==> config.mk <==
export PLATFORM = sky130hd
export DESIGN_NAME = bcm_plane_sequencer
export DESIGN_NICKNAME = d
export VERILOG_FILES = /design/src/rtl/bcm_plane_sequencer.sv
export SDC_FILE = /design/constraint.sdc
export NUM_CORES = 1
export LEC_CHECK = 0
export ABC_AREA = 1
export CAP_MARGIN = 20
export CORE_ASPECT_RATIO = 1.1
export CORE_MARGIN = 4
export CORE_UTILIZATION = 45
export CTS_BUF_LIST = sky130_fd_sc_hd__clkbuf_4 sky130_fd_sc_hd__clkbuf_8
export CTS_CLUSTER_SIZE = 20
export DETAILED_ROUTE_END_ITERATION = 12
export PLACE_DENSITY = 0.71
export RECOVER_POWER = 25
export SYNTH_ARGS = -nofsm -noshare
export SYNTH_HDL_FRONTEND = slang
export SYNTH_SLANG_ARGS = --single-unit
==> constraint.sdc <==
create_clock -name clk -period 1.8 [get_ports clk]
set_clock_uncertainty 0.1 [all_clocks]
set_input_delay 0.36 -clock clk [delete_from_list [all_inputs] [get_ports clk]]
set_output_delay 0.36 -clock clk [all_outputs]
set_load 0.03 [all_outputs]
==> src/rtl/bcm_plane_sequencer.sv <==
// Binary code modulation sequencer: scans the address range once per bit plane, then holds oe for a 2^plane weighted dwell.
// Build macro BCM_REVERSE_PLANE_EN selects descending plane order (PLANES-1 down to 0).
module bcm_plane_sequencer #(
  parameter int ADDR_W     = 8,
  parameter int DEPTH      = 256,
  parameter int PLANES     = 8,
  parameter int PLANE_W    = 3,
  parameter int PRESCALE_W = 4
) (
  input  logic                  clk,
  input  logic                  rst_n,
  input  logic                  en,
  input  logic                  clr,
  input  logic [PRESCALE_W-1:0] prescale,
  output logic [ADDR_W-1:0]     address,
  output logic [PLANE_W-1:0]    plane,
  output logic                  oe,
  output logic                  addr_wrap,
  output logic                  frame_done,
  output logic                  busy_dwell
);

  localparam int CNT_W = PRESCALE_W + PLANES;
  localparam logic [ADDR_W-1:0]  ADDR_LAST  = ADDR_W'(DEPTH - 1);
  localparam logic [PLANE_W-1:0] PLANE_LAST = PLANE_W'(PLANES - 1);
`ifdef BCM_REVERSE_PLANE_EN
  localparam logic [PLANE_W-1:0] PLANE_FIRST = PLANE_LAST;
`else
  localparam logic [PLANE_W-1:0] PLANE_FIRST = '0;
`endif

  typedef enum logic {SCAN = 1'b0, DWELL = 1'b1} state_t;

  state_t             state, state_nx;
  logic [ADDR_W-1:0]  address_nx;
  logic [PLANE_W-1:0] plane_nx, plane_step;
  logic [CNT_W-1:0]   cnt, cnt_nx, dwell_load;
  logic               oe_nx, wrap_nx, frame_nx, plane_end;

  // Dwell lasts (prescale+1) * 2^plane cycles; the counter runs down to zero inclusive.
  assign dwell_load = ((CNT_W'(prescale) + CNT_W'(1)) << plane) - CNT_W'(1);

`ifdef BCM_REVERSE_PLANE_EN
  assign plane_end  = (plane == '0);
  assign plane_step = plane_end ? PLANE_LAST : plane - PLANE_W'(1);
`else
  assign plane_end  = (plane == PLANE_LAST);
  assign plane_step = plane_end ? '0 : plane + PLANE_W'(1);
`endif

  assign busy_dwell = (state == DWELL);

  always_comb begin
    state_nx   = state;
    address_nx = address;
    plane_nx   = plane;
    cnt_nx     = cnt;
    oe_nx      = 1'b0;
    wrap_nx    = 1'b0;
    frame_nx   = 1'b0;
    if (clr) begin
      state_nx   = SCAN;
      address_nx = '0;
      plane_nx   = PLANE_FIRST;
      cnt_nx     = '0;
    end else if (en) begin
      case (state)
        SCAN: begin
          if (address == ADDR_LAST) begin
            address_nx = '0;
            state_nx   = DWELL;
            cnt_nx     = dwell_load;
            wrap_nx    = 1'b1;
          end else begin
            address_nx = address + ADDR_W'(1);
          end
        end
        DWELL: begin
          if (cnt == '0) begin
            state_nx = SCAN;
            plane_nx = plane_step;
            frame_nx = plane_end;
          end else begin
            cnt_nx = cnt - CNT_W'(1);
          end
        end
        default: state_nx = SCAN;
      endcase
      // oe follows the registered state but only while advancing.
      oe_nx = (state_nx == DWELL);
    end
  end

  always_ff @(posedge clk or negedge rst_n) begin
    if (!rst_n) begin
      state      <= SCAN;
      address    <= '0;
      plane      <= PLANE_FIRST;
      cnt        <= '0;
      oe         <= 1'b0;
      addr_wrap  <= 1'b0;
      frame_done <= 1'b0;
    end else begin
      state      <= state_nx;
      address    <= address_nx;
      plane      <= plane_nx;
      cnt        <= cnt_nx;
      oe         <= oe_nx;
      addr_wrap  <= wrap_nx;
      frame_done <= frame_nx;
    end
  end

endmodule
* Yosys cells after proc, flatten, opt, wreduce, memory -nomap -nowiden
Cells that the tools add are included. Widths: inputs -> output; s select.
Operators by class: reductions and logical operators 7, mux-type cells 28, bitwise gates (word level) 1, add/sub/neg operators 5, equal/unequal tests 5, shift-type cells 1
Operator list (number):
- $mux 12 | 4
- $mux 8 | 4
- $pmux 12 s2 | 1
- $sub 12x1->12 const B | 2
- $mux 3 | 5
- $mux 1 | 13
- $logic_not 12->1 | 1
- $shl 5x3->12 | 1
- $add 8x1->8 const B | 1
- $eq 8x8->1 const B | 1
- $ne 3x3->1 const B | 2
- $reduce_and 3->1 | 2
- $reduce_bool 2->1 | 3
- $add 4x1->5 const B | 1
- $add 3x1->3 const B | 1
- $eq 3x3->1 const B | 1
- $ne 2x2->1 const B | 1
- $pmux 1 s2 | 1
- $reduce_and 2->1 | 1
- $not 1->1 | 1
Word-level totals: register bits after elaboration 27, output and inout port bits 15, word-level logic and storage cells 54

* Depth between registers and ports, before layout
Gate-level depths: netlist (run 1).
word-level depth 7, mapped depth 14

* Least setup slack after synthesis (run 1)
Ideal clock, no wire load.
path type register to register, start point register plane[0], end point register cnt[10], cell stages (with the launch flop) 15, buffers on the path 1, arrival 1898 ps, clock period less this slack 2115 ps, setup slack -315 ps, data required time 1583 ps, setup time 117 ps, path through dfrtp_1 -> buf_4 -> inv_4 -> nand2_1 -> nand3_1 -> o21ai_1 -> inv_2 -> ha_1 -> nand3_1 -> nor2_4 -> nand2_2 -> nor2_1 -> nand3_1 -> nand3_1 -> nand2_1
On the way: word-level cells in the longest chain between the ends 6
RTL lines:
- start: declaration | RTL line 16 | output logic [PLANE_W-1:0] plane,
- start signal: assignment | RTL line 106 | plane <= plane_nx;
- $shl 5x3->12 | RTL line 41 | assign dwell_load = ((CNT_W'(prescale) + CNT_W'(1)) << plane) - CNT_W'(1);
- $sub 12x1->12 | RTL line 41
- $mux 12 | RTL line 69 | if (address == ADDR_LAST) begin
- $pmux 12 s2 | RTL line 67 | case (state)
- $mux 12 | RTL line 66 | end else if (en) begin
- $mux 12 | RTL line 61 | if (clr) begin
- end signal: assignment | RTL line 107 | cnt <= cnt_nx;
- end: declaration | RTL line 37 | logic [CNT_W-1:0] cnt, cnt_nx, dwell_load;
No other way between the ends. The select of a mux whose other input is x is not followed. A chain may end at the register's enable or synchronous reset.

* Worst setup path after layout (run 1)
Same ends and word-level chain as after synthesis.

==> results list, run 1 <==
- Outcome: finished with violations
- Failing checks: setup timing
- Net count after synthesis: about 290
- Largest vdd supply drop: 0.0003279 V
- Of the total synthesized cell area, the portion taken by XOR and XNOR cells is around 1.8%.
- The tree built by TritonCTS fans out to 27 sinks.
- Across all setup checks in the final design, the least slack found is -0.1024 ns.
- In the final layout, flip-flops and latches occupy 685.7 um2.
- Clock tree from TritonCTS: done
* Std-Cell Rows: 24
- Number of antenna violations at the first check in global routing: 0
- The top cell types in the final layout, fill and taps aside, are 49 x sky130_fd_sc_hd__nand2_1, 39 x sky130_fd_sc_hd__buf_4, 29 x sky130_fd_sc_hd__inv_1, 22 x sky130_fd_sc_hd__nand3_2, 19 x sky130_fd_sc_hd__dfrtp_1.
* Cells after DPL: 380
- For the pin with the worst max-slew slack, the measured transition is 0.7015 ns.
* Die span in x: approximately 71 um
- In this run the worst setup path begins at plane[0]$_DFFE_PN0P_.
- Average wire per standard cell: 15.26 um
- Final antenna-violating net count: 0
* Cell Count, Final, Fillers Out: 396
- The worst path uses 105.7% of the clock period.
- After detailed routing, the number of vias per cell comes to 5.487.
- Routability cong.: 0.9334
- Crit Reg-Reg Startpoint: plane[0]$_DFFE_PN0P_
* Data arrival at the endpoint of the critical path: roughly 2.0 ns
- The tool flagged a number of max-cap violations equal to 0.
- Power comes to 1.224 mW.
- The region available for standard cell placement spans ~4100 um2.
- Longest Clk Path Bufs: 2
* Initial core utilization: 47.99%
- Total track usage: 21.74%
- Cells with a size suffix above 1 make up between 40% and 50% of the layout.
- The via count of the first global-routing pass came to 2168.
- Clock tree synthesis inserted a total of 3 buffers.
- Class of the most critical hold timing path: reg2reg
- CTS built an H-tree with a depth of 1.
* End-of-flow core utilization: around three quarters
- Post-placement cell area: 2577 um2
* Hold_ws: 0.4398 ns
- The multi-input combinational cells in the finished layout cover a total of 1421 um2.
- CP Max Fanout: 4
- Filler Cell Count: 311
- Counting distinct cell types in the post-synthesis netlist gives 31.
- After clock tree synthesis, the clock-pin slew on the worst setup and hold paths is 0.11 ns.
- The count of final hold-check violations was 0.
- Nets: 358
* Maximum number of pins on one net before global-route repair: 28
- Detailed routing inserted a total of 2173 vias.
- Relative to the synthesized area, the layout overhead comes to 54.08%.
- Minimum period implied by the final worst setup slack: 1.902 ns
- STA classifies the critical path startpoint as a flip-flop.
- Area of the mapped netlist: 1946 um2
- In this run the power density over the cells is 408.4 nW/um2.
- Before antenna repair, the detailed router went through 4 iterations.
* # port buffers: 22
- Worst rel slew slack: 53.23%
- Wire length of the first global-routing pass: 9832 um
* Instance count of the mapped netlist: ~270
- Worst-Skew Late Latency: 0.28 ns
- Congestion Overflow GR: 0
* Cell at the root of the clock tree: sky130_fd_sc_hd__clkbuf_8
- Leakage power figure: 1.494 nW
* Synthesized area per cell: approximately 7.2 um2
* Number of flip-flops and latches in the synthesized netlist: 27
- After detailed routing, the total wire length is 6042 um.
- Final Slew Violations: 0
- Summing the areas of all and, or, nand and nor instances in the mapped netlist gives 39.16% of the synthesized area.
- The worst setup path is captured at a flip-flop.
- Residual DRC: 0
- Antenna diode count: 0
- Required time worst endpoint: 1.87 ns
- Sequential element share of the synthesized area: 34.73%
* Post-synthesis share of cell area spent on full adders, half adders and majority gates: about 3.2%
- HPWL after DPL: ~4000 um
- RSZ-0062 raised after global routing: yes
- Leaving out fill and tap cells, the most frequent cell in the layout is sky130_fd_sc_hd__nand2_1.
- The floorplan step defined a die boundary enclosing 5441 um2.
- Based on the critical path, the design can be clocked at up to 525.6 MHz.
- Setup violations remaining at the end of the flow were counted as 7.
- Post-Layout Inst Area: roughly 3000 um2
* Hold path startpoint: cnt[11]$_DFFE_PN0P_
* Height of the chip: 76.96 um
* Multiplexer share of the synthesized area: 0%
- The detailed router finished its first iteration with roughly 180 violations.
* Ports placed on the boundary: 23
* Synthesized-area fraction occupied by ao, oa, aoi and oai cells: 12.22%
* Dominant combinational cell family by area after synthesis: simple AND/OR/NAND/NOR gates
* Yosys warns: 0
* Class of the most critical setup path: reg2reg
==> worst paths after layout <==
path	depth (start not counted)	slack (ns)	endpoint
setup / recovery	13	-0.10	cnt[10]$_DFFE_PN0P_
hold / removal	2	0.44	cnt[11]$_DFFE_PN0P_
setup reg to reg	13	-0.10	cnt[10]$_DFFE_PN0P_
hold reg to reg	2	0.44	cnt[11]$_DFFE_PN0P_
max in group asynchronous	2	0.56	busy_dwell$_DFFE_PN0P_
min in group asynchronous	2	0.53	address[7]$_DFFE_PN0P_
==> repair_timing <==
action                     4_1_cts  5_1_grt
cloned                           0        0
gates resized for setup         48       55
buffers inserted                 9        4
hold buffers                     0        0
setup endpoints to repair       22       15
pin swaps                       24       29
==> through the flow <==
step / worst slack (ns) / setup TNS [ns]
after detailed placement: -0.7479 / -6.512
after global routing: -0.2057 / -1.551
after CTS: -0.07628 / -0.1767
after floorplan: -0.04476 / -0.1144
after global placement: -0.7183 / -6.162
final: -0.1024 / -0.4077
==> worst max-delay path: stages (launching register included) <==
cell and delay (ns):
sky130_fd_sc_hd__dfrtp_2 0.46, sky130_fd_sc_hd__buf_12 0.15, sky130_fd_sc_hd__buf_4 0.14, sky130_fd_sc_hd__nand3_2 0.08
sky130_fd_sc_hd__nand3_2 0.10, sky130_fd_sc_hd__nand3_2 0.09, sky130_fd_sc_hd__nand2_2 0.09, sky130_fd_sc_hd__inv_2 0.09
sky130_fd_sc_hd__buf_6 0.10, sky130_fd_sc_hd__nand2_4 0.06, sky130_fd_sc_hd__nor2_4 0.11, sky130_fd_sc_hd__nand3_2 0.08
sky130_fd_sc_hd__nand3_2 0.08, sky130_fd_sc_hd__nand2_1 0.06
==> power by group <==
part	leakage, nW	switching, mW	internal, mW
logic	1.11	0.140	0.0994
registers	0.363	0.00496	0.611
clock network	0.0217	0.211	0.158
total	1.49	0.357	0.868
==> layout make-up <==
class / instances / area share [%]
clock inverters: 1 / 0.2504
well taps: 52 / 2.170
flip-flops and latches: 27 / 22.87
multi-input cells: 202 / 47.41
repair buffers: 71 / 20.49
clock buffers: 3 / 1.377
inverters: 40 / 5.426
==> Yosys cell counts <==
cell type	number	area share (%)
sky130_fd_sc_hd__ha_1	5	3.2
sky130_fd_sc_hd__o21ai_2	4	1.8
sky130_fd_sc_hd__a22o_1	1	0.45
sky130_fd_sc_hd__inv_4	2	0.64
sky130_fd_sc_hd__inv_1	32	6.2
sky130_fd_sc_hd__nand2_1	61	12
sky130_fd_sc_hd__o21ai_1	12	3.1
sky130_fd_sc_hd__a21oi_2	4	1.8
sky130_fd_sc_hd__nor2_4	2	1.2
sky130_fd_sc_hd__nand3_4	1	0.90
sky130_fd_sc_hd__nor2_8	1	1.0
sky130_fd_sc_hd__o22ai_1	5	1.6
sky130_fd_sc_hd__nor3_1	4	1.0
sky130_fd_sc_hd__buf_4	1	0.39
sky130_fd_sc_hd__dfrtp_1	27	35
sky130_fd_sc_hd__nor2_2	3	0.96
sky130_fd_sc_hd__o31ai_1	1	0.39
sky130_fd_sc_hd__nor3_4	1	0.84
sky130_fd_sc_hd__a21oi_1	2	0.51
sky130_fd_sc_hd__nand4_1	9	2.9
sky130_fd_sc_hd__nand3_1	38	9.8
sky130_fd_sc_hd__nor4_1	2	0.64
sky130_fd_sc_hd__nand3_2	3	1.5
sky130_fd_sc_hd__xnor2_1	1	0.45
sky130_fd_sc_hd__buf_2	2	0.51
sky130_fd_sc_hd__xor2_1	3	1.4
sky130_fd_sc_hd__o21ai_0	10	2.6
sky130_fd_sc_hd__inv_2	6	1.2
sky130_fd_sc_hd__nor2_1	21	4.1
sky130_fd_sc_hd__or2_2	1	0.32
sky130_fd_sc_hd__nand2_2	7	2.3
==> per-layer routing <==
metal	part of all wire, %	vias to the layer above	global-route usage (%)
met1	43	1032	29.51
met3	4.2	17	3.137
li1	-	1052	-
met2	50	72	36.55
met5	0	-	0
met4	2.3	0	4.699
==> cell families (layout without fill, tap and decap cells) <==
family,Yosys count,count (layout)
and+or+nand+nor,154,154
buffers and inverters,43,115
AOI/OAI and AO/OA,39,39
DFF,27,27
adders and majority gates,5,5
xor gates and xnor gates,4,4
==> registers in the layout, indices dropped and copies added (netlist names) <==
register	cells
addr_wrap	1
cnt	12
oe	1
busy_dwell	1
address	8
frame_done	1
plane	3
Note: power is estimated with default switching activity, not from simulation.
==> run 2: changes to the inputs <==
Clock period 1.8 ns to 1.6 ns, I/O delays scaled along.
==> run 2 against run 1 <==
  * The run still ends with setup timing left
  * Maximum frequency down 7.1%
  * Sequential power up 12%
  * Sequential share of layout area down 1.6 points
  * Total power up 14%
  * Largest power group unchanged
  * Highest routed layer unchanged
==> results list, run 2 (synthesis results as in run 1) <==
- Outcome: finished with violations
- Failing checks: setup timing
- CP Max Fanout: 7 (+3)
- The slack of the worst reg-to-reg path came to -0.45 ns (-0.35 ns).
- Antenna diode count: 0 (unchanged)
- Longest Clk Path Bufs: 2 (unchanged)
- The chip height was 76.96 um (unchanged).
- Worst rel slew slack: 52.16% (-1.1 points)
- Total track usage: 21.64% (-0.097 points)
- The clock latency reported for the late side of the worst-skew pair is 0.28 ns (about the same).
- Leaving out fill and tap cells, the most frequent cell in the layout is sky130_fd_sc_hd__buf_4.
* Post-cts hold buffer count: 0 (unchanged)
- Average wire per standard cell: 15.17 um (-0.60%)
- The count of final hold-check violations was 0 (unchanged).
- Synthesis-to-layout area growth: 65.59%
* Initial core utilization: 47.99% (unchanged)
- Nets: 394 (+10%)
- The power density normalized to cell area came to 431.7 nW/um2 (+5.7%).
- Flip-flop count of the largest register, all copies and words added: 12 (unchanged)
- Pre-antenna DRT Iters: 4 (unchanged)
* Cells on worst reg2reg path: 12 (-1)
- CTS H-Tree Depth: 1 (unchanged)
- Residual DRC: 0 (unchanged)
- Data arrival at the endpoint of the critical path: 2.17 ns (+0.20 ns)
- In this run the most critical hold path is launched from cnt[10]$_DFFE_PN0P_.
- The root buffer cell chosen for the clock tree is sky130_fd_sc_hd__clkbuf_8.
* Launching element type of the critical path: flip-flop
* Proportion of layout cells with a drive suffix above 1: 50.53% (+4.9 points)
- Minimum period implied by the final worst setup slack: 2.048 ns (+0.1458 ns)
- Crit Reg-Reg Startpoint: plane[0]$_DFFE_PN0P_
- The library cells used most frequently in the layout, excluding fill and tap cells, are 73 x sky130_fd_sc_hd__buf_4, 52 x sky130_fd_sc_hd__nand2_1, 30 x sky130_fd_sc_hd__nand3_1, 23 x sky130_fd_sc_hd__inv_1, 19 x sky130_fd_sc_hd__dfrtp_1.
* Final Slew Violations: 0 (unchanged)
- RSZ-0062 raised after global routing: yes
- The worst-case hold slack was 0.4574 ns (+0.01765 ns).
- # port buffers: 22 (unchanged)
- Top reg by flops: cnt
- Leakage power figure: 1.605 nW (+7.4%)
* Setup slack after layout: -0.4482 ns (-0.3458 ns)
- Congestion Overflow GR: 0 (unchanged)
- Largest vdd supply drop: 0.0004286 V (+31%)
* Total power of the final layout: 1.391 mW (+14%)
- The clock transition at the registers of the reported paths came to 0.11 ns (about the same).
* Class of the most critical setup path: reg2reg
- In this run the critical register-to-register path is captured at cnt[10]$_DFFE_PN0P_.
- Hold Path Sink: cnt[10]$_DFFE_PN0P_
* Sum Neg Setup Slack: -3.299 ns (-2.892 ns)
* Post-Layout Inst Area: 3222 um2 (+7.5%)
- The starting DRC count in detailed routing came to 171 (-2.3%).
* Wire length of the first global-routing pass: 9784 um (-0.49%)
* Sort of element at the end of the critical path: flip-flop
- Ratio of final minimum period to clock period: 128.0% (+22 points)
- Required time worst endpoint: 1.72 ns (-0.15 ns)
- The largest net degree at the start of global routing was 28 (unchanged).
- Biggest registers after layout: cnt x12, address x8, plane x3
- The number of cells traversed by the worst hold path was 2 (unchanged).
- The via count of the first global-routing pass was 2231 (+2.9%).
- Number of antenna violations at the first check in global routing: 0 (unchanged)
* Std-Cell Rows: 24 (unchanged)
- The number of max-cap violations came to 0 (unchanged).
* Via density: 5.544 (+1.0%)
- The total setup violations reported at the end of the flow was 14 (+7).
- Total number of vias: 2395 (+10%)
- Die span in x: 70.70 um (unchanged)
- Clock tree from TritonCTS: done
- The cell area reported after detailed placement is 2825 um2 (+9.6%).
- Actual transition at the worst max-transition pin: 0.7176 ns (+0.01610 ns)
- The total I/O pin count came to 23 (unchanged).
- The number of CTS-inserted buffers came to 3 (unchanged).
- Achievable clock frequency: 488.2 MHz (-7.1%)
- The full die area came to 5441 um2 (unchanged).
- Placeable core region: 4054 um2 (unchanged)
* HPWL after DPL: 4295 um (+7.7%)
- Total Routed Length: 6552 um (+8.4%)
* Final antenna-violating net count: 0 (unchanged)
- Class of the most critical hold timing path: reg2reg
* Clock Sinks: 27 (unchanged)
- Routability cong.: 0.9349 (+0.16%)
run 2: changes by cell type in the layout (fill, tap and decap cells not counted), sizes merged:
cell / before / now
buf: 50 / 90
clkbuf: 4 / 6
clkdlybuf4s15: 2 / 4
clkdlybuf4s50: 3 / 2
clkinv: 1 / 2
clkinvlp: 1 / 0
dlygate4sd2: 11 / 7
dlymetal6s2s: 3 / 0
run 2: cell type report:
| class | instances | area [um2] |
|---|---|---|
| Clock inverter | 1 | 5.005 |
| Multi-Input combinational cell | 202 | 1368 |
| Tap cell | 52 | 65.06 |
| Clock buffer | 3 | 41.29 |
| Timing Repair Buffer | 107 | 887.1 |
| Fill cell | 252 | 832.0 |
| Inverter | 40 | 170.2 |
| Sequential cell | 27 | 685.7 |
run 2: where the power goes:
group	switching [mW]	internal [mW]	leakage (nW)
Combinational	0.163	0.122	1.22
Sequential	0.00470	0.687	0.363
Clock	0.238	0.175	0.0255
run 2: worst max path at each step:
| stage | start | end | slack [ns] | cells past startpoint |
|---|---|---|---|---|
| after floorplan | plane[0]$_DFFE_PN0P_ | cnt[10]$_DFFE_PN0P_ | -0.24 | 14 |
| after global placement | prescale[0] | cnt[10]$_DFFE_PN0P_ | -0.78 | 15 |
| after detailed placement | prescale[0] | cnt[10]$_DFFE_PN0P_ | -0.80 | 15 |
| after CTS | plane[0]$_DFFE_PN0P_ | cnt[10]$_DFFE_PN0P_ | -0.31 | 13 |
| after global routing | plane[0]$_DFFE_PN0P_ | cnt[10]$_DFFE_PN0P_ | -0.51 | 12 |
| final | plane[0]$_DFFE_PN0P_ | cnt[10]$_DFFE_PN0P_ | -0.45 | 12 |
run 2: through the flow:
| step | instances | worst slack, ns | utilization (%) |
|---|---|---|---|
| finish | 432 | -0.4482 | 79.48 |
| global placement | 412 | -0.7817 | 69.69 |
| CTS | 425 | -0.3102 | 74.85 |
| floorplan | 272 | -0.2430 | - |
| global route | 432 | -0.5100 | 79.48 |
| detailed placement | 412 | -0.8007 | 69.69 |
run 2: what timing repair did:
item                                    CTS  global route
gates resized for setup                  53            59
endpoints found under the setup margin   27            30
pin swaps                                26            16
setup buffers                             9             9
run 2: routing by layer:
layer	wire length (um)	vias to the layer above	GRT usage, %
met5	0	-	0
met4	248	0	8.083
met3	325	31	2.876
met2	3387	117	38.50
met1	2590	1116	26.14
li1	-	1131	-
run 2: critical path: stages (launching register included):
cell	delay, ns
sky130_fd_sc_hd__dfrtp_2	0.48
sky130_fd_sc_hd__buf_4	0.16
sky130_fd_sc_hd__buf_4	0.14
sky130_fd_sc_hd__nand3_1	0.08
sky130_fd_sc_hd__nand3_1	0.09
sky130_fd_sc_hd__nand3_1	0.09
sky130_fd_sc_hd__nand2_1	0.09
sky130_fd_sc_hd__buf_4	0.18
sky130_fd_sc_hd__nor2_1	0.15
sky130_fd_sc_hd__nand4_1	0.14
sky130_fd_sc_hd__nand2_1	0.10
sky130_fd_sc_hd__nand3_1	0.10
sky130_fd_sc_hd__nand2_1	0.09
